### config.mk
export PLATFORM = sky130hd
export DESIGN_NAME = display_sweep_ctrl
export DESIGN_NICKNAME = d
export VERILOG_FILES = /design/src/rtl/display_sweep_ctrl.sv
export SDC_FILE = /design/constraint.sdc
export NUM_CORES = 1
export LEC_CHECK = 0
export ABC_AREA = 1
export CORE_MARGIN = 3
export CORE_UTILIZATION = 50
export CTS_BUF_LIST = sky130_fd_sc_hd__clkbuf_8
export DETAILED_ROUTE_END_ITERATION = 7
export MAX_ROUTING_LAYER = met4
export PLACE_DENSITY = 0.83
export SYNTH_ARGS = -nofsm -noshare
export SYNTH_HDL_FRONTEND = slang
export SYNTH_SLANG_ARGS = --single-unit
### constraint.sdc
create_clock -name clk -period 2 [get_ports clk]
set_input_delay 0.4 -clock clk [delete_from_list [all_inputs] [get_ports clk]]
set_output_delay 0.4 -clock clk [all_outputs]
set_load 0.01 [all_outputs]
### src/rtl/display_sweep_ctrl.sv
// Purpose: time-shares one two-digit BCD split converter across NUM_CH readings, filling a per-channel digit bank.
// Latency: a sweep takes NUM_CH*(SETTLE+2) cycles and starts every REFRESH enabled cycles; bank entry k updates as channel k is captured.
// Backpressure: none; the converter must settle within SETTLE cycles, and a refresh tick arriving mid-sweep is dropped.
module display_sweep_ctrl #(
  parameter int NUM_CH  = 4,
  parameter int SETTLE  = 5,
  parameter int REFRESH = 1000
) (
  input  logic                clk,
  input  logic                rst_n,
  input  logic                enable,
  input  logic [NUM_CH*8-1:0] ch_value,
  output logic [7:0]          conv_value,
  input  logic [3:0]          conv_split1,
  input  logic [3:0]          conv_split0,
  output logic [NUM_CH*8-1:0] digits,
  output logic [NUM_CH-1:0]   ovf,
  output logic                busy,
  output logic                sweep_done
);

  localparam int CW = (NUM_CH > 1) ? $clog2(NUM_CH) : 1;
  localparam int WW = (SETTLE > 1) ? $clog2(SETTLE) : 1;
  localparam int RW = (REFRESH > 1) ? $clog2(REFRESH) : 1;

  localparam logic [CW-1:0] LAST_CH   = CW'(NUM_CH - 1);
  localparam logic [WW-1:0] LAST_WAIT = WW'(SETTLE - 1);
  localparam logic [RW-1:0] LAST_REF  = RW'(REFRESH - 1);
  localparam logic [7:0]    OVF_LIMIT = 8'd100;
  // Digit pair that the display scanner renders as two blank digits
  localparam logic [7:0]    BLANK     = 8'hFF;

  typedef enum logic [1:0] {
    IDLE,
    LOAD,
    WAIT,
    CAPTURE
  } state_t;

  state_t        state_q, state_d;
  logic [CW-1:0] ch_idx_q, ch_idx_d;
  logic [WW-1:0] wait_q, wait_d;
  logic [RW-1:0] ref_q;
  logic          tick;
  logic          load_en;
  logic          capture_en;
  logic          done_d;

  // The refresh tick fires on the wrap of the counter; it only matters in IDLE
  assign tick = enable && (ref_q == LAST_REF);

  // Refresh counter: runs 0..REFRESH-1 while enabled, parked at 0 otherwise
  always_ff @(posedge clk or negedge rst_n) begin
    if (!rst_n) begin
      ref_q <= '0;
    end else if (!enable || tick) begin
      ref_q <= '0;
    end else begin
      ref_q <= ref_q + RW'(1);
    end
  end

  // Sweep FSM state, channel index and settle counter registers
  always_ff @(posedge clk or negedge rst_n) begin
    if (!rst_n) begin
      state_q  <= IDLE;
      ch_idx_q <= '0;
      wait_q   <= '0;
    end else begin
      state_q  <= state_d;
      ch_idx_q <= ch_idx_d;
      wait_q   <= wait_d;
    end
  end

  // Sweep FSM next-state and datapath strobes
  always_comb begin
    state_d    = state_q;
    ch_idx_d   = ch_idx_q;
    wait_d     = wait_q;
    load_en    = 1'b0;
    capture_en = 1'b0;
    done_d     = 1'b0;
    case (state_q)
      IDLE: begin
        if (tick) begin
          ch_idx_d = '0;
          state_d  = LOAD;
        end
      end
      LOAD: begin
        load_en = 1'b1;
        wait_d  = '0;
        state_d = WAIT;
      end
      WAIT: begin
        // conv_value is frozen here so the converter pipeline can drain
        if (wait_q == LAST_WAIT) begin
          state_d = CAPTURE;
        end else begin
          wait_d = wait_q + WW'(1);
        end
      end
      CAPTURE: begin
        capture_en = 1'b1;
        if (ch_idx_q == LAST_CH) begin
          state_d = IDLE;
          done_d  = 1'b1;
        end else begin
          ch_idx_d = ch_idx_q + CW'(1);
          state_d  = LOAD;
        end
      end
      default: begin
        state_d = IDLE;
      end
    endcase
  end

  // Converter operand, digit bank, overflow flags and status outputs
  always_ff @(posedge clk or negedge rst_n) begin
    if (!rst_n) begin
      conv_value <= '0;
      digits     <= '0;
      ovf        <= '0;
      busy       <= 1'b0;
      sweep_done <= 1'b0;
    end else begin
      busy       <= (state_d != IDLE);
      sweep_done <= done_d;
      if (load_en) begin
        conv_value <= ch_value[int'(ch_idx_q)*8 +: 8];
      end
      if (capture_en) begin
        // Values of 100 and above do not fit two digits: blank them and flag overflow
        if (conv_value < OVF_LIMIT) begin
          digits[int'(ch_idx_q)*8 +: 8] <= {conv_split1, conv_split0};
          ovf[ch_idx_q]                 <= 1'b0;
        end else begin
          digits[int'(ch_idx_q)*8 +: 8] <= BLANK;
          ovf[ch_idx_q]                 <= 1'b1;
        end
      end
    end
  end

endmodule
* Word-level counts from Yosys, hierarchy flattened *
Cells that the tools add are included.

word-level totals
  flip-flop bits (word level) = 63
  input port bits = 43
  output and inout bits = 46
  logic and storage cells = 62

cells by class
  add/subtract/negate cells = 4
  $lt $le $gt $ge = 3
  eq/ne operators = 9
  shift-type cells = 4
  muxes and demuxes = 20
  bitwise operators = 3
  reduce and logical (&&, ||, !) cells = 10

operators by type and width
  operator                  number
  $bwmux 32                 2
  $neg 5->33                1
  $shift 8x33->32 const A   1
  $shiftx 8x33->32          1
  $shiftx 8x33->32 const A  1
  $mux 32                   1
  $shiftx 32x6->8           1
  $add 10x1->10 const B     1
  $eq 10x10->1 const B      1
  $mux 10                   1
  $lt 8x7->1 const B        1
  $mux 2                    4
  $pmux 2 s4                1
  $eq 2x2->1 const B        3
  $mux 1                    6
  $ne 2x2->1 const B        3
  $pmux 3 s2                1
  $reduce_bool 2->1         3
  $and 4x4->4               1
  $mux 4                    1
  $not 4->4                 1
  $or 4x4->4                1
  $pmux 2 s2                1
  $add 3x1->3 const B       1
  other kinds (13)          14

* Depth between registers and ports, before layout *
Gate-level depths: netlist of run 1.

  word-level depth = 7
  mapped depth = 8
  depth with buffers taken out = 8

* Least setup slack after synthesis of run 1 *
Ideal clock, no wire load.

  path kind = reg2reg
  start = register ch_idx_q[1]
  end = register digits[0]
  library setup time = 121 ps
  data arrival time = 1,695 ps
  data required time = 1,879 ps
  slack = 184 ps
  cell stages (with the launch flop) = 8
  path buffers = 1
  clock period less this slack = 1,816 ps
  cells stage by stage = dfrtp_1 -> buf_2 -> clkinv_1 -> ha_1 -> clkinv_1 -> nand3_2 -> o21ai_0 -> o22a_1

between the ends
  cells in the longest elaborated chain, start to end = 4
  elaborated cells between the ends (all ways) = 7
  those cells by class = add/sub: 1; shift: 3; mux: 3

RTL lines
  element                                         line      RTL
  start, declared                                 41        logic [CW-1:0] ch_idx_q, ch_idx_d;
  start signal, assigned                          71        ch_idx_q <= ch_idx_d;
  $neg 5->33 *                                    137, 140
  $shiftx 8x33->32, or another cell as far along  140       digits[int'(ch_idx_q)*8 +: 8] <= BLANK;
  $bwmux 32 (on tied branches)                    140, 137
  $mux 32 *                                       136       if (conv_value < OVF_LIMIT) begin
  end signal, assigned by index                   137       digits[int'(ch_idx_q)*8 +: 8] <= {conv_split1, conv_split0};
  end, declared                                   16        output logic [NUM_CH*8-1:0] digits,

Every way passes the cells marked *; elsewhere a longest branch is shown, timed or not.
A chain may end at the register's enable or synchronous reset.

* Worst setup path in the final report of run 1 *
  start = register ch_idx_q[0]
  end = register digits[0]

Same word-level chain as after synthesis.

==> results of run 1 <==
[state kept, by name (all words and copies together) (netlist names), named ones only]
signal and cells:
digits 32, sweep_done 1, wait_q 3, ch_idx_q 2, conv_value 8, busy 1, state_q 2, ref_q 10
[routing by layer]
metal	global-route usage	up-vias	part of all wire
met1	0.298	1411	0.43
met3	0.0413	14	0.056
li1	-	1436	-
met2	0.402	101	0.50
met4	0.108	0	0.017
met5	-	-	0
[synthesized netlist by cell type (2+ instances only)]
library cell and number:
nand4_1 7, o22a_1 8, o21ai_0 33, nand3_2 2, buf_4 4, clkbuf_1 2
xor2_1 2, a31oi_1 5, dfrtp_1 63, a21oi_1 21, nand3_1 22, nor2_1 75
buf_2 6, inv_2 3, nand2_2 2, o22ai_1 4, ha_1 14, clkinv_1 3
a41oi_1 7, inv_1 30, nor3b_1 3, nand2_1 37, nor3_1 10, o21bai_1 2
[power by group]
group,internal (µW),total (µW),leakage [µW],switching (µW)
Sequential,1280,1280,0.000711,2.99
Combinational,85.1,147,0.00111,62.3
Clock,591,1070,0.0000940,475
[cell families after synthesis]
group                      synth area share
buffers and inverters                0.0671
AOI/OAI and AO/OA                     0.155
DFF                                   0.494
xor gates and xnor gates            0.00549
adders and majority gates            0.0549
and+or+nand+nor                       0.223
[cells in the final DEF (no fill, tap or decap), types with 3 or more instances in the layout]
| master | instances |
|---|---|
| o22ai_1 | 4 |
| buf_4 | 6 |
| nand3_1 | 22 |
| o22a_1 | 8 |
| nand4_1 | 7 |
| a31oi_1 | 5 |
| nor3_1 | 10 |
| inv_2 | 3 |
| o21ai_0 | 33 |
| a41oi_1 | 7 |
| nor3b_1 | 3 |
| ha_1 | 14 |
| nand2_1 | 37 |
| dfrtp_1 | 63 |
| clkbuf_8 | 10 |
| clkdlybuf4s50_1 | 87 |
| inv_1 | 30 |
| a21oi_1 | 21 |
| clkinv_1 | 3 |
| nor2_1 | 75 |
[metrics by stage]
| stage | area, µm² | hold WS (ns) | total power (µW) | utilization |
|---|---|---|---|---|
| after floorplan | 3190 | 0.104 | 1330 | - |
| after global placement | 4150 | 0.431 | 1450 | 0.684 |
| after detailed placement | 4150 | 0.436 | 1450 | 0.684 |
| after CTS | 4330 | 0.0678 | 2510 | 0.714 |
| after global routing | 4330 | 0.0721 | 2590 | 0.714 |
| final | 4330 | 0.0604 | 2490 | 0.714 |
[worst paths after layout]
kind                             startpoint             to  slack, ns  depth (start not counted)
worst max-delay path            ch_idx_q[0]      digits[0]       0.27                          6
worst min-delay path                  rst_n     digits[19]       0.06                          2
worst max register to register  ch_idx_q[0]      digits[0]       0.27                          6
worst min register to register     ref_q[0]       ref_q[0]       0.46                          1
max in group asynchronous             rst_n  conv_value[0]       1.67                          2
min in group clk                   ref_q[0]       ref_q[0]       0.46                          1
[cell type report]
cell class | count | area, µm²
Timing Repair Buffer | 95 | 941
Fill cell | 483 | 1730
Clock buffer | 10 | 138
Tap cell | 75 | 93.8
Sequential cell | 63 | 1580
Multi-Input combinational cell | 260 | 1400
Inverter | 36 | 135
Clock inverter | 4 | 47.5
==> results.json, run 1 <==
{
  "synthArstFlopShare": 1.00,
  "max_freq_mhz": 580,
  "h-tree-depth": 3,
  "drv_slew": 0,
  "yosys.area.top_type_share": 0.494,
  "synthCells": 372,
  "grt_pass1_vias": 2915,
  "worst-path-buf-inv": 2,
  "yosysUniqueCellTypes": 31,
  "synthFlopType": "dfrtp_1",
  "fp.dieW_um": 85.9,
  "numCtsBuffers": 9,
  "grt-ovfl-total": 0,
  "pwr_density_cell_nw_per_um2": 576,
  "dp_hpwl_um": 5980,
  "die_y_um": 85.9,
  "finalHoldViolations": 0,
  "pin_count": 89,
  "rsz0062_at_grt": "no",
  "cts_root_buf": "clkbuf_8",
  "cp.arrival_ns": 1.95,
  "synth_edf_count": 0,
  "fin_cells": 543,
  "slowest_stage": "dfrtp_1",
  "post-route-min-period_ns": 1.73,
  "grt_pass1_wl_um": 13600,
  "cts.sink_count": 63,
  "first_pass_iters": 4,
  "io_buffers": 88,
  "rows": 28,
  "worst_slew_pin_slew_ns": 0.544,
  "grt_use_total": 0.245,
  "insertedDiodeCount": 0,
  "crit_chain": "inv_2 > ha_1 > clkinv_1 > nand3_2 > o21ai_0 > o22a_1",
  "drt-initial-drc-count": 229,
  "synth-seq-area-share": 0.494,
  "cts.repair.resized": 0,
  "postCtsHoldBufs": 0,
  "setup_viol": 0,
  "syn_nets": 429,
  "vdd_ir_drop_max_v": 0.000368,
  "insertion_delay_ns": 0.34,
  "wl_per_cell_um": 15.2,
  "ys_ff_latch": 63,
  "drc": 0,
  "min_period_over_period": 0.863,
  "dp_slack_ns": 0.311,
  "hold_path.class": "primary input to asynchronous set/reset pin",
  "syn-cell-area_um2": 3190,
  "vias_per_cell": 5.45,
  "cts_tree": "built",
  "fin_skew_ns": 0.00758,
  "worstPathMaxFanout": 9,
  "synth_area_leaders": "dfrtp_1 (49%), nor2_1 (8.8%), ha_1 (5.5%)",
  "placedCellCount": 529,
  "routed_wl_um": 8250,
  "cts_buffer_depth": 2,
  "dieArea_um2": 7370,
  "crit_type": "flip-flop to flip-flop",
  "gp_congestion": 0.823,
  "cts_setup_buffers": 0,
  "startpoint_type": "flip-flop",
  "ant_nets": 0,
  "p_leak_uw": 0.00191,
  "status": "finished, final reports clean",
  "maxCapViolCount": 0,
  "slowest_delay_ns": 0.36,
  "setup_slack_ns": 0.275,
  "cpLargestDelayFamily": "flip-flops",
  "yosys.area.top_type": "dfrtp_1",
  "worstPathRequired_ns": 2.22,
  "via_count": 2962,
  "clk_pin_slew_ns": 0.07,
  "endpoint_kind": "flip-flop",
  "grt_max_degree": 64,
  "yosys_warnings": 0,
  "slew_headroom": 0.637,
  "core-area_um2": 6060,
  "antenna_found_initial": 0,
  "syn_avg_cell_area_um2": 8.57,
  "initial_core_util": 0.526,
  "tns_ns": 0,
  "areaGrowthSynthToFinish_pct": 35.8,
  "nets": 522,
  "drive_above_1_share": 0.0705
}
(Power assumes the default switching activity.)
==> run 2, diff against run 1 <==
--- a/config.mk
+++ b/config.mk
@@ -6,7 +6,7 @@
 export NUM_CORES = 1
 export LEC_CHECK = 0
 export ABC_AREA = 1
-export CORE_MARGIN = 3
+export CORE_MARGIN = 5
 export CORE_UTILIZATION = 50
 export CTS_BUF_LIST = sky130_fd_sc_hd__clkbuf_8
 export DETAILED_ROUTE_END_ITERATION = 7
==> run 2 against run 1 <==
Compared with the run above:
- combinational power barely moved
- maximum frequency barely moved
- count of clock-buffer cells in the layout fell by 1
- via count rose by 0.78%
- die area rose by 9.5%
- global-route usage fell by 3.3 points
- register-to-register slack barely moved
- largest cell class unchanged
- sequential cell count did not move
- worst setup slack barely moved
- largest power group unchanged
- first-iteration DRC count fell by 13%
- utilization fell by 2.0 points
==> results.json, run 2 (same netlist as run 1, synthesis figures left out) <==
{
  "setup_viol": 0,
  "drv_slew": 0,
  "antenna_found_initial": 0,
  "hold_path.class": "primary input to asynchronous set/reset pin",
  "vdd_ir_drop_max_v": 0.000459,
  "post-route-min-period_ns": 1.73,
  "crit_type": "flip-flop to output port",
  "rows": 29,
  "die_y_um": 89.9,
  "layout_commonest_cell": "clkdlybuf4s50_1",
  "grt_use_total": 0.212,
  "gp_congestion": 0.858,
  "slew_headroom": 0.660,
  "reg.largest.list": "digits x32, ref_q x10, conv_value x8",
  "first_pass_iters": 6,
  "fin_cells": 547,
  "grt_pass1_vias": 2930,
  "via_count": 2985,
  "endpoint_kind": "output port",
  "max_freq_mhz": 579,
  "placedCellCount": 531,
  "worst_slew_pin_slew_ns": 0.509,
  "cts_tree": "built",
  "dp_hpwl_um": 6090,
  "areaGrowthSynthToFinish_pct": 36.7,
  "fin_skew_ns": 0.00595,
  "slowest_stage": "clkdlybuf4s50_1",
  "grt_max_degree": 64,
  "finalHoldViolations": 0,
  "numCtsBuffers": 9,
  "cts.repair.resized": 0,
  "dr.max_layer_used": "met4",
  "total_power_uw": 2610,
  "met2WireLength_um": 4060,
  "fillers": 499,
  "cts.sink_count": 63,
  "min_period_over_period": 0.863,
  "worstPathRequired_ns": 1.60,
  "vias_per_cell": 5.46,
  "cts_buffer_depth": 2,
  "postCtsHoldBufs": 0,
  "drive_above_1_share": 0.0723,
  "insertedDiodeCount": 0,
  "status": "finished, final reports clean",
  "nets": 522,
  "pwr_density_cell_nw_per_um2": 599,
  "core-area_um2": 6280,
  "worst-path-buf-inv": 1,
  "slowest_delay_ns": 0.59,
  "worstPathMaxFanout": 3,
  "cpLargestDelayFamily": "buffers and inverters",
  "insertion_delay_ns": 0.34,
  "h-tree-depth": 3,
  "ant_nets": 0,
  "initial_core_util": 0.508,
  "drc": 0,
  "grt-ovfl-total": 0,
  "io_buffers": 88,
  "maxCapViolCount": 0,
  "met3_length_um": 611,
  "rsz0062_at_grt": "no",
  "cts_root_buf": "clkbuf_8",
  "routed_wl_um": 8060,
  "met1_length_um": 3270,
  "regMostFlops": "digits",
  "cts_setup_buffers": 0,
  "grt_pass1_wl_um": 13700,
  "fp.dieW_um": 89.9,
  "crit_chain": "clkdlybuf4s50_1",
  "startpoint_type": "flip-flop",
  "cp.arrival_ns": 1.33,
  "largest_register_ffs": 32,
  "p_leak_uw": 0.00193,
  "dieArea_um2": 8080,
  "drt-initial-drc-count": 199,
  "clk_pin_slew_ns": 0.07,
  "wl_per_cell_um": 14.7,
  "pin_count": 89,
  "final_cell_mix": "clkdlybuf4s50_1 (87), nor2_1 (75), dfrtp_1 (63), nand2_1 (37), o21ai_0 (33)",
  "tns_ns": 0
}
==> run 2: cell count changes in the layout (fill, tap and decap cells not counted) <==
cell | previous run | this run
bufinv_16 | 1 | 2
clkbuf_8 | 10 | 9
clkinvlp_4 | 1 | 2
inv_1 | 30 | 31
==> run 2: per-layer routing <==
metal  vias to the layer above  track usage
li1                       1438            -
met1                      1421        0.257
met2                       115        0.341
met3                        11       0.0559
met4                         0       0.0769
met5                         -            -
==> run 2: power breakdown <==
part           total (µW)  switching, µW  internal, µW
registers            1280           3.21          1280
logic                 146           60.9          84.9
clock network        1180            492           692
==> run 2: final cells by class <==
cell class | instances | area, µm² | area share
tap | 77 | 96.3 | 0.0221
multi-input combinational | 260 | 1400 | 0.321
sequential | 63 | 1580 | 0.362
inverter | 36 | 135 | 0.0310
timing repair buffer | 95 | 941 | 0.216
clock buffer | 9 | 124 | 0.0284
clock inverter | 7 | 88.8 | 0.0204
==> run 2: stage by stage <==
step	instance area [µm²]	setup slack, ns	utilization	hold WS [ns]
3_5_place_dp	4150	0.321	0.661	0.434
2_1_floorplan	3190	0.184	-	0.104
6_report	4360	0.274	0.695	0.0471
5_1_grt	4360	0.0866	0.695	0.0794
3_3_place_gp	4150	0.427	0.661	0.433
4_1_cts	4360	0.246	0.695	0.0635
==> run 2: worst paths after layout <==
check	from	to	slack, ns	cells after the start
worst max-delay path	conv_value[6]	conv_value[6]	0.27	1
max in group asynchronous	rst_n	ref_q[9]	1.66	2
min in group clk	ref_q[0]	ref_q[0]	0.47	1
worst min register to register	ref_q[0]	ref_q[0]	0.47	1
worst max register to register	ch_idx_q[1]	digits[3]	0.28	6
worst min-delay path	rst_n	ref_q[8]	0.05	2
==> run 3, diff against run 2 <==
--- a/config.mk
+++ b/config.mk
@@ -6,6 +6,7 @@
 export NUM_CORES = 1
 export LEC_CHECK = 0
 export ABC_AREA = 1
+export ABC_CLOCK_PERIOD_IN_PS = 2000
 export CORE_MARGIN = 5
 export CORE_UTILIZATION = 50
 export CTS_BUF_LIST = sky130_fd_sc_hd__clkbuf_8
==> results of run 3 <==
Same layout as run 2: the final DEF is identical, and so are final timing and power.
